===== config.mk =====
export PLATFORM = sky130hd
export DESIGN_NAME = la_iobank_cfgseq
export DESIGN_NICKNAME = d
export VERILOG_FILES = /design/src/rtl/la_iobank_pkg.sv /design/src/rtl/la_iobank_timer.sv /design/src/rtl/la_iobank_cfgseq.sv
export SDC_FILE = /design/constraint.sdc
export NUM_CORES = 1
export LEC_CHECK = 0
export CORE_MARGIN = 5
export CORE_UTILIZATION = 40
export DETAILED_ROUTE_END_ITERATION = 10
export PLACE_DENSITY_LB_ADDON = 0.05
export SKIP_LAST_GASP = 1
export SYNTH_ARGS = -nofsm -noshare
export SYNTH_HDL_FRONTEND = slang
export SYNTH_SLANG_ARGS = --single-unit
export TNS_END_PERCENT = 100

===== constraint.sdc =====
create_clock -name clk -period 1.9 [get_ports clk]
set_input_delay 0.57 -clock clk [delete_from_list [all_inputs] [get_ports clk]]
set_output_delay 0.57 -clock clk [all_outputs]
set_load 0.05 [all_outputs]

===== src/rtl/la_iobank_pkg.sv =====
// Shared definitions for the GPIO bank configuration sequencer:
// FSM state encoding, pad cfg bit indices and the default shadow value.
package la_iobank_pkg;

    typedef enum logic [2:0] {
        ST_OFF   = 3'd0,
        ST_PWRUP = 3'd1,
        ST_ARM   = 3'd2,
        ST_RUN   = 3'd3,
        ST_HOLD  = 3'd4
    } state_e;

    // Bit positions inside the 16-bit gpiov2 generic cfg bus
    localparam int unsigned CFG_HLD_H_N      = 0;
    localparam int unsigned CFG_ENABLE_H     = 1;
    localparam int unsigned CFG_ENABLE_INP_H = 2;
    localparam int unsigned CFG_SLOW         = 8;
    localparam int unsigned CFG_DM_LSB       = 13;
    localparam int unsigned CFG_DM_MSB       = 15;

    // DM = 3'b110, everything else cleared
    localparam logic [15:0] LA_RSTCFG = 16'hC000;

endpackage


===== src/rtl/la_iobank_timer.sv =====
// Loadable down-counter with a zero flag, used to time the PWRUP and
// ARM phases of the pad power sequence.
module la_iobank_timer #(
    parameter int unsigned W = 8
) (
    input  logic         clk_i,
    input  logic         rst_ni,
    input  logic         clr_i,
    input  logic         load_i,
    input  logic [W-1:0] load_val_i,
    input  logic         dec_i,
    output logic         zero_o
);

    logic [W-1:0] cnt_q, cnt_d;

    // Next count: clear wins over load, load wins over decrement; saturate at 0
    always_comb begin
        cnt_d = cnt_q;
        if (clr_i) begin
            cnt_d = '0;
        end else if (load_i) begin
            cnt_d = load_val_i;
        end else if (dec_i && (cnt_q != '0)) begin
            cnt_d = cnt_q - 1'b1;
        end
    end

    // Count register
    always_ff @(posedge clk_i or negedge rst_ni) begin
        if (!rst_ni) begin
            cnt_q <= '0;
        end else begin
            cnt_q <= cnt_d;
        end
    end

    assign zero_o = (cnt_q == '0);

endmodule


===== src/rtl/la_iobank_cfgseq.sv =====
// Configuration and power-sequencing controller for a bank of N sky130
// gpiov2 pads. Holds per-channel shadow cfg registers and drives the
// ENABLE_H / HLD_H_N power-up and hold sequence on every pad.
// Optional feature macro: LA_IOBANK_BCAST_EN (broadcast shadow writes).
module la_iobank_cfgseq
    import la_iobank_pkg::*;
#(
    parameter int unsigned N          = 8,
    parameter int unsigned CFGW       = 16,
    parameter logic [15:0] RSTCFG     = LA_RSTCFG,
    parameter int unsigned PWRUP_CYC  = 64,
    parameter int unsigned SETTLE_CYC = 16,
    localparam int unsigned AW        = (N > 1) ? $clog2(N) : 1
) (
    input  logic              clk,
    input  logic              nreset,
    input  logic              en,
    input  logic              sleep_req,
    input  logic              cfg_valid,
    output logic              cfg_ready,
    input  logic [AW-1:0]     cfg_addr,
    input  logic [CFGW-1:0]   cfg_wdata,
    input  logic              cfg_bcast,
    output logic              cfg_err,
    output logic [2:0]        state,
    output logic              pwr_good,
    output logic              sleep_ack,
    output logic [N*CFGW-1:0] cfg
);

    localparam int unsigned MAXCYC = (PWRUP_CYC > SETTLE_CYC) ? PWRUP_CYC : SETTLE_CYC;
    localparam int unsigned CNTW   = $clog2(MAXCYC) + 1;
    // Loading CYC-1 makes the phase last exactly CYC cycles: it advances on
    // the edge where the counter is already zero.
    localparam logic [CNTW-1:0] PWRUP_LD  = CNTW'(PWRUP_CYC - 1);
    localparam logic [CNTW-1:0] SETTLE_LD = CNTW'(SETTLE_CYC - 1);

    state_e            state_q, state_d;
    logic              cnt_clr, cnt_load, cnt_dec, cnt_zero;
    logic [CNTW-1:0]   cnt_ld_val;
    logic [CFGW-1:2]   shadow_q [N];
    logic              err_q, err_d;
    logic              enable_h, hld_h_n;
    logic              wr_acc, addr_oor, wr_bcast;
    logic              unused_in;

    la_iobank_timer #(
        .W (CNTW)
    ) u_timer (
        .clk_i      (clk),
        .rst_ni     (nreset),
        .clr_i      (cnt_clr),
        .load_i     (cnt_load),
        .load_val_i (cnt_ld_val),
        .dec_i      (cnt_dec),
        .zero_o     (cnt_zero)
    );

`ifdef LA_IOBANK_BCAST_EN
    assign wr_bcast  = cfg_bcast;
    assign unused_in = ^cfg_wdata[1:0];
`else
    assign wr_bcast  = 1'b0;
    assign unused_in = ^{cfg_bcast, cfg_wdata[1:0]};
`endif

    assign wr_acc   = cfg_valid & cfg_ready;
    assign addr_oor = (32'(cfg_addr) >= N);
    assign err_d    = wr_acc & ~wr_bcast & addr_oor;

    // FSM state register
    always_ff @(posedge clk or negedge nreset) begin
        if (!nreset) begin
            state_q <= ST_OFF;
        end else begin
            state_q <= state_d;
        end
    end

    // Next-state and timer control; en low overrides everything else
    always_comb begin
        state_d    = state_q;
        cnt_clr    = 1'b0;
        cnt_load   = 1'b0;
        cnt_dec    = 1'b0;
        cnt_ld_val = '0;
        if (!en) begin
            state_d = ST_OFF;
            cnt_clr = 1'b1;
        end else begin
            case (state_q)
                ST_OFF: begin
                    state_d    = ST_PWRUP;
                    cnt_load   = 1'b1;
                    cnt_ld_val = PWRUP_LD;
                end
                ST_PWRUP: begin
                    if (cnt_zero) begin
                        state_d    = ST_ARM;
                        cnt_load   = 1'b1;
                        cnt_ld_val = SETTLE_LD;
                    end else begin
                        cnt_dec = 1'b1;
                    end
                end
                ST_ARM: begin
                    if (cnt_zero) begin
                        state_d = ST_RUN;
                    end else begin
                        cnt_dec = 1'b1;
                    end
                end
                ST_RUN: begin
                    if (sleep_req) begin
                        state_d = ST_HOLD;
                    end
                end
                ST_HOLD: begin
                    // Re-settle through ARM before the hold is released
                    if (!sleep_req) begin
                        state_d    = ST_ARM;
                        cnt_load   = 1'b1;
                        cnt_ld_val = SETTLE_LD;
                    end
                end
                default: begin
                    state_d = ST_OFF;
                    cnt_clr = 1'b1;
                end
            endcase
        end
    end

    // Pad control and handshake outputs decoded from the state register
    always_comb begin
        enable_h  = 1'b0;
        hld_h_n   = 1'b0;
        cfg_ready = 1'b0;
        pwr_good  = 1'b0;
        sleep_ack = 1'b0;
        case (state_q)
            ST_OFF: begin
                cfg_ready = 1'b1;
            end
            ST_ARM: begin
                enable_h = 1'b1;
            end
            ST_RUN: begin
                enable_h  = 1'b1;
                hld_h_n   = 1'b1;
                cfg_ready = 1'b1;
                pwr_good  = 1'b1;
            end
            ST_HOLD: begin
                enable_h  = 1'b1;
                cfg_ready = 1'b1;
                sleep_ack = 1'b1;
            end
            default: begin
                enable_h = 1'b0;
            end
        endcase
    end

    // Shadow registers: addressed (or broadcast) write of bits [15:2]
    always_ff @(posedge clk or negedge nreset) begin
        if (!nreset) begin
            for (int unsigned i = 0; i < N; i++) begin
                shadow_q[i] <= RSTCFG[CFGW-1:2];
            end
        end else if (wr_acc) begin
            for (int unsigned i = 0; i < N; i++) begin
                if (wr_bcast || (cfg_addr == AW'(i))) begin
                    shadow_q[i] <= cfg_wdata[CFGW-1:2];
                end
            end
        end
    end

    // One-cycle error pulse for an accepted write to a missing channel
    always_ff @(posedge clk or negedge nreset) begin
        if (!nreset) begin
            err_q <= 1'b0;
        end else begin
            err_q <= err_d;
        end
    end

    // Per-pad cfg bus: shadow upper bits plus sequencer-owned power bits
    always_comb begin
        cfg = '0;
        for (int unsigned i = 0; i < N; i++) begin
            cfg[i*CFGW +: CFGW]           = {shadow_q[i], 2'b00};
            cfg[i*CFGW + CFG_ENABLE_H]    = enable_h;
            cfg[i*CFGW + CFG_HLD_H_N]     = hld_h_n;
        end
    end

    assign cfg_err = err_q;
    assign state   = state_q;

endmodule


### Word level (Yosys, flattened, before mapping)

Cells that the tools add are included.

* register bits: 122
* output and inout bits: 135
* word-level logic and storage cells: 72

* mux-type cells: 26
* equality and inequality tests: 15
* reduce and logical (&&, ||, !) cells: 19
* add/sub/neg operators: 1
* bitwise logic cells: 1

Operators with widths (count)
* two-way mux 7 bit: 3
* one-hot mux 6 bit (3 select lines): 1
* AND reduction 2 bit: 8
* == test 3 bit, second input constant: 5
* two-way mux 3 bit: 5
* one-hot mux 3 bit (5 select lines): 1
* == test 3 x 2 -> 1 bit, second input constant: 4
* two-way mux 1 bit: 12
* != test 3 bit, second input constant: 4
* two-way mux 4 bit: 2
* zero test 7 bit: 1
* nonzero test 7 bit: 1
* subtractor 7 x 1 -> 7 bit, second input constant: 1
* == test 3 x 1 -> 1 bit, second input constant: 2
* zero test 3 bit: 2
* two-way mux 6 bit: 1
* OR reduction 3 bit: 2
* OR reduction 5 bit: 1
* AND reduction 4 bit: 1
* one-hot mux 1 bit (3 select lines): 1
* nonzero test 3 bit: 1
* OR reduction 2 bit: 1
* AND 1 bit: 1
* logical AND 1 bit: 1

### Depth between registers and ports, before layout

* depth in word-level cells: 8
* depth in mapped cells: 7
* depth with buffers taken out: 7

### By module

From an unflattened synthesis, not the netlist that was laid out.

* cell total of the unflattened synthesis: 358
* area total of the unflattened synthesis: 5263.8 µm²

By module, submodules not included
* la_iobank_cfgseq: sequential area each 2897.8 µm², area each 4739.5 µm², cells an instance 299, times used 1
* la_iobank_timer: sequential area each 175.2 µm², area each 524.3 µm², cells an instance 59, times used 1

### Worst setup path after synthesis

OpenSTA, ideal clock, no wires.

* path kind: register to output
* start: register state_q[1], in the netlist state[1]
* end: output cfg[0]
* stages on the path, launching flop included: 4
* path buffers: 1
* slack: -0.853 ns
* data arrival time: 2.183 ns
* data required time: 1.330 ns
* path through: dfrtp_1 -> nand2_1 -> nor2_1 -> buf_4

* cells in the longest elaborated chain, start to end: 2

Ends and longest elaborated chain
* from (decl): line la_iobank_cfgseq.sv:38 `state_e state_q, state_d;`
* from (signal assigned): line la_iobank_cfgseq.sv:76 `state_q <= state_d;`
* == test 3 x 2 -> 1 bit
* two-way mux 1 bit
* to (decl): line la_iobank_cfgseq.sv:28 `output logic [N*CFGW-1:0] cfg`

Every way passes these cells.

### Final worst setup path

* start: register state_q[0], in the netlist state[0]
* end: output cfg[17]

* cells in the longest elaborated chain, start to end: 3
* elaborated cells between the ends (all ways): 5
* those cells by class: 3 x eq/ne; 1 x mux; 1 x reduce/logical

Ends and longest elaborated chain
* == test 3 x 2 -> 1 bit or == test 3 bit (tied branches): line la_iobank_cfgseq.sv:141 `case (state_q)`
* OR reduction 3 bit (no line) *
* two-way mux 1 bit *: line la_iobank_cfgseq.sv:141

Every way passes the cells marked *; elsewhere a longest branch is shown, timed or not.

==> flow_summary_export.csv <==
group,metric,value,unit
global_routing,grt_use_total,18.5,%
routing,met2_wirelength,7050,um
placement,post-place-ws,-0.439,ns
routing,wl,13700,um
critical_path,endpoint_kind,"output pin",
yosys,synth_compound_area_share,4.06,%
placement,placedInstanceArea,7470,sq um
sta,max_freq,477,MHz
sta,finalHoldViolations,0,
global_routing,first_global_vias,3890,
yosys,syn_area,5170,sq um
yosys,synth_fa_ha_area_share,0.484,%
yosys,ys_seq_area_share,59.4,%
clock_network,postCtsHoldBufs,0,
clock_network,cts_buffers,17,
sta,setup_viol,28,
sta,rsz0062_at_grt,"true",
floorplan,coreArea,12700,sq um
yosys,synth-seq-cells,122,
finish,drive_above_1_share,66.1,%
clock_network,cts_root_buffer,"clkbuf_16",
yosys,syn-num-nets,380,
global_routing,antenna_found_initial,0,
routing,drtPass1Iterations,4,
clock_network,clk_path_buf_depth,2,
floorplan,io-pin-count,160,
yosys,synth_cell_types,47,
yosys,yosys_warnings,0,
status,violations,"negative setup slack",
finish,finalNetCount,584,
min_path,hold_path_class,"in -> async",
clock_network,cts_tree,"built",
finish,final_common_cell,"buf_4",
yosys,synthMuxAreaShare,25.1,%
placement,io_buffers,155,
yosys,synth-edff-count,0,
clock_network,clk-insertion-delay-late,0.40,ns
critical_path,cp_data_arrival_time,1.53,ns
sta,skew,0.00802,ns
routing,wl_met3,1010,um
yosys,async_reset_ff_share,100,%
global_routing,grt_max_degree,40,
finish,finish.instance_area,8270,sq um
routing,viasPerCell,4.92,
floorplan,die_width,124,um
flow_run,maxCapViolations,0,
routing,dr_total_vias,3654,
floorplan,dieArea,15300,sq um
clock_network,cts.htree.levels,4,
sta,finalMaxSlewViolations,0,
routing,wl_per_cell,18.5,um
floorplan,fp-row-count,41,
clock_network,cts.sinks,122,
yosys,synth_xor_area_share,0.847,%
sta,period_share,110,%
critical_path,critical_path_class,"reg -> out",
routing,drc,0,
critical_path,start_kind,"flop",
floorplan,fp.dieH,124,um
critical_path,required,1.33,ns
sta,setup_ws,-0.198,ns
finish,antennaDiodeCount,0,
critical_path,crit_path_max_fanout,8,
global_routing,grt_pass1_wl,21200,um
yosys,synth_top_family_by_area,"multiplexers",
routing,highest_layer,"met4",
routing,antenna_left,0,
status,status,"complete, but fails checks",
yosys,syn_inst,353,
finish,layout_common_cells,"buf_4 (137), dfrtp_1 (103), mux2_2 (86)",
routing,drt_iter0_drc,159,
sta,fin_crit,2.10,ns
clock_network,clkTransAtPathRegs,0.06,ns
yosys,synth_ff_type,"dfrtp_1",
global_routing,grt_overflow,0,
routing,wl_met1,5520,um
placement,gp_congestion,0.775,
finish,area_growth,60.0,%
placement,hpwlAfterDp,9850,um
floorplan,start_util,40.8,%
yosys,synthSimpleGateAreaFrac,5.78,%
yosys,syn_avg_cell_area,14.6,sq um
[critical path: stages (launching register included)]
cell     delay [ns]
dfrtp_2        0.42
nor2_4         0.13
buf_6          0.11
nand2_4        0.06
o21ai_4        0.07
buf_12         0.17
buf_12         0.14
[cells in the mapped netlist (3+ instances only)]
library cell	count	share of area (%)
a21oi_1	6	0.58
buf_2	9	0.87
buf_4	18	2.6
dfrtp_1	106	51
dfstp_2	16	8.1
inv_1	6	0.44
mux2_2	102	22
mux2_4	10	2.9
nand2_1	9	0.65
nand3_1	6	0.58
nor2_1	8	0.58
nor3b_1	3	0.44
o21ai_0	6	0.58
xnor2_1	3	0.51
[through the flow]
step	hold WS (ns)	cells	TNS [ns]	util (%)
after floorplan	0.274	353	-20.14	-
after global placement	0.489	697	-24.18	59.0
after detailed placement	0.494	697	-25.34	59.0
after CTS	0.0879	739	-4.06	64.7
after global routing	0.106	742	-6.80	65.3
final	0.0911	742	-3.44	65.3
[area by class of cell]
cell class / count / area, sq um
inverters: 6 / 22.5
fillers: 968 / 4400
well taps: 172 / 215
repair buffers: 214 / 2320
clock buffers: 22 / 474
multi-input cells: 196 / 2040
flip-flops and latches: 122 / 3080
clock inverters: 10 / 116
[layer usage]
metal / track usage, % / vias to the layer above
met5: 0 / -
li1: - / 1667
met1: 22.5 / 1861
met3: 6.49 / 13
met2: 30.9 / 113
met4: 5.74 / 0
[sequential cells by signal, indices dropped and copies added (netlist names)]
signal	flops
state	3
u_timer.cnt_q	7
cfg	112
[worst paths after layout]
| path | startpoint | endpoint | slack [ns] | cells past startpoint |
|---|---|---|---|---|
| worst min register to register | cfg[107] | cfg[107] | 0.50 | 1 |
| worst max-delay path | state[0] | cfg[17] | -0.20 | 6 |
| worst max register to register | state[0] | cfg[13] | -0.03 | 7 |
| worst min-delay path | nreset | cfg[91] | 0.09 | 1 |
| min in group clk | cfg[107] | cfg[107] | 0.50 | 1 |
| max in group asynchronous | nreset | cfg[63] | 1.20 | 2 |
[cell families after synthesis]
logic type,count (synthesis)
DFF,122
muxes,112
and+or+nand+nor,48
buffers and inverters,35
AOI/OAI and AO/OA,28
xor gates and xnor gates,5
adders and majority gates,2
other,1
[timing repair]
action,in CTS,in global routing
buffers inserted,9,3
pin swaps,4,4
resized for setup,11,13
gates cloned,1,0
endpoints found under the setup margin,21,84
Power is left out: the tool's default activity adds up to more than one toggle a clock period on the data nets, which glitch-free logic cannot reach.
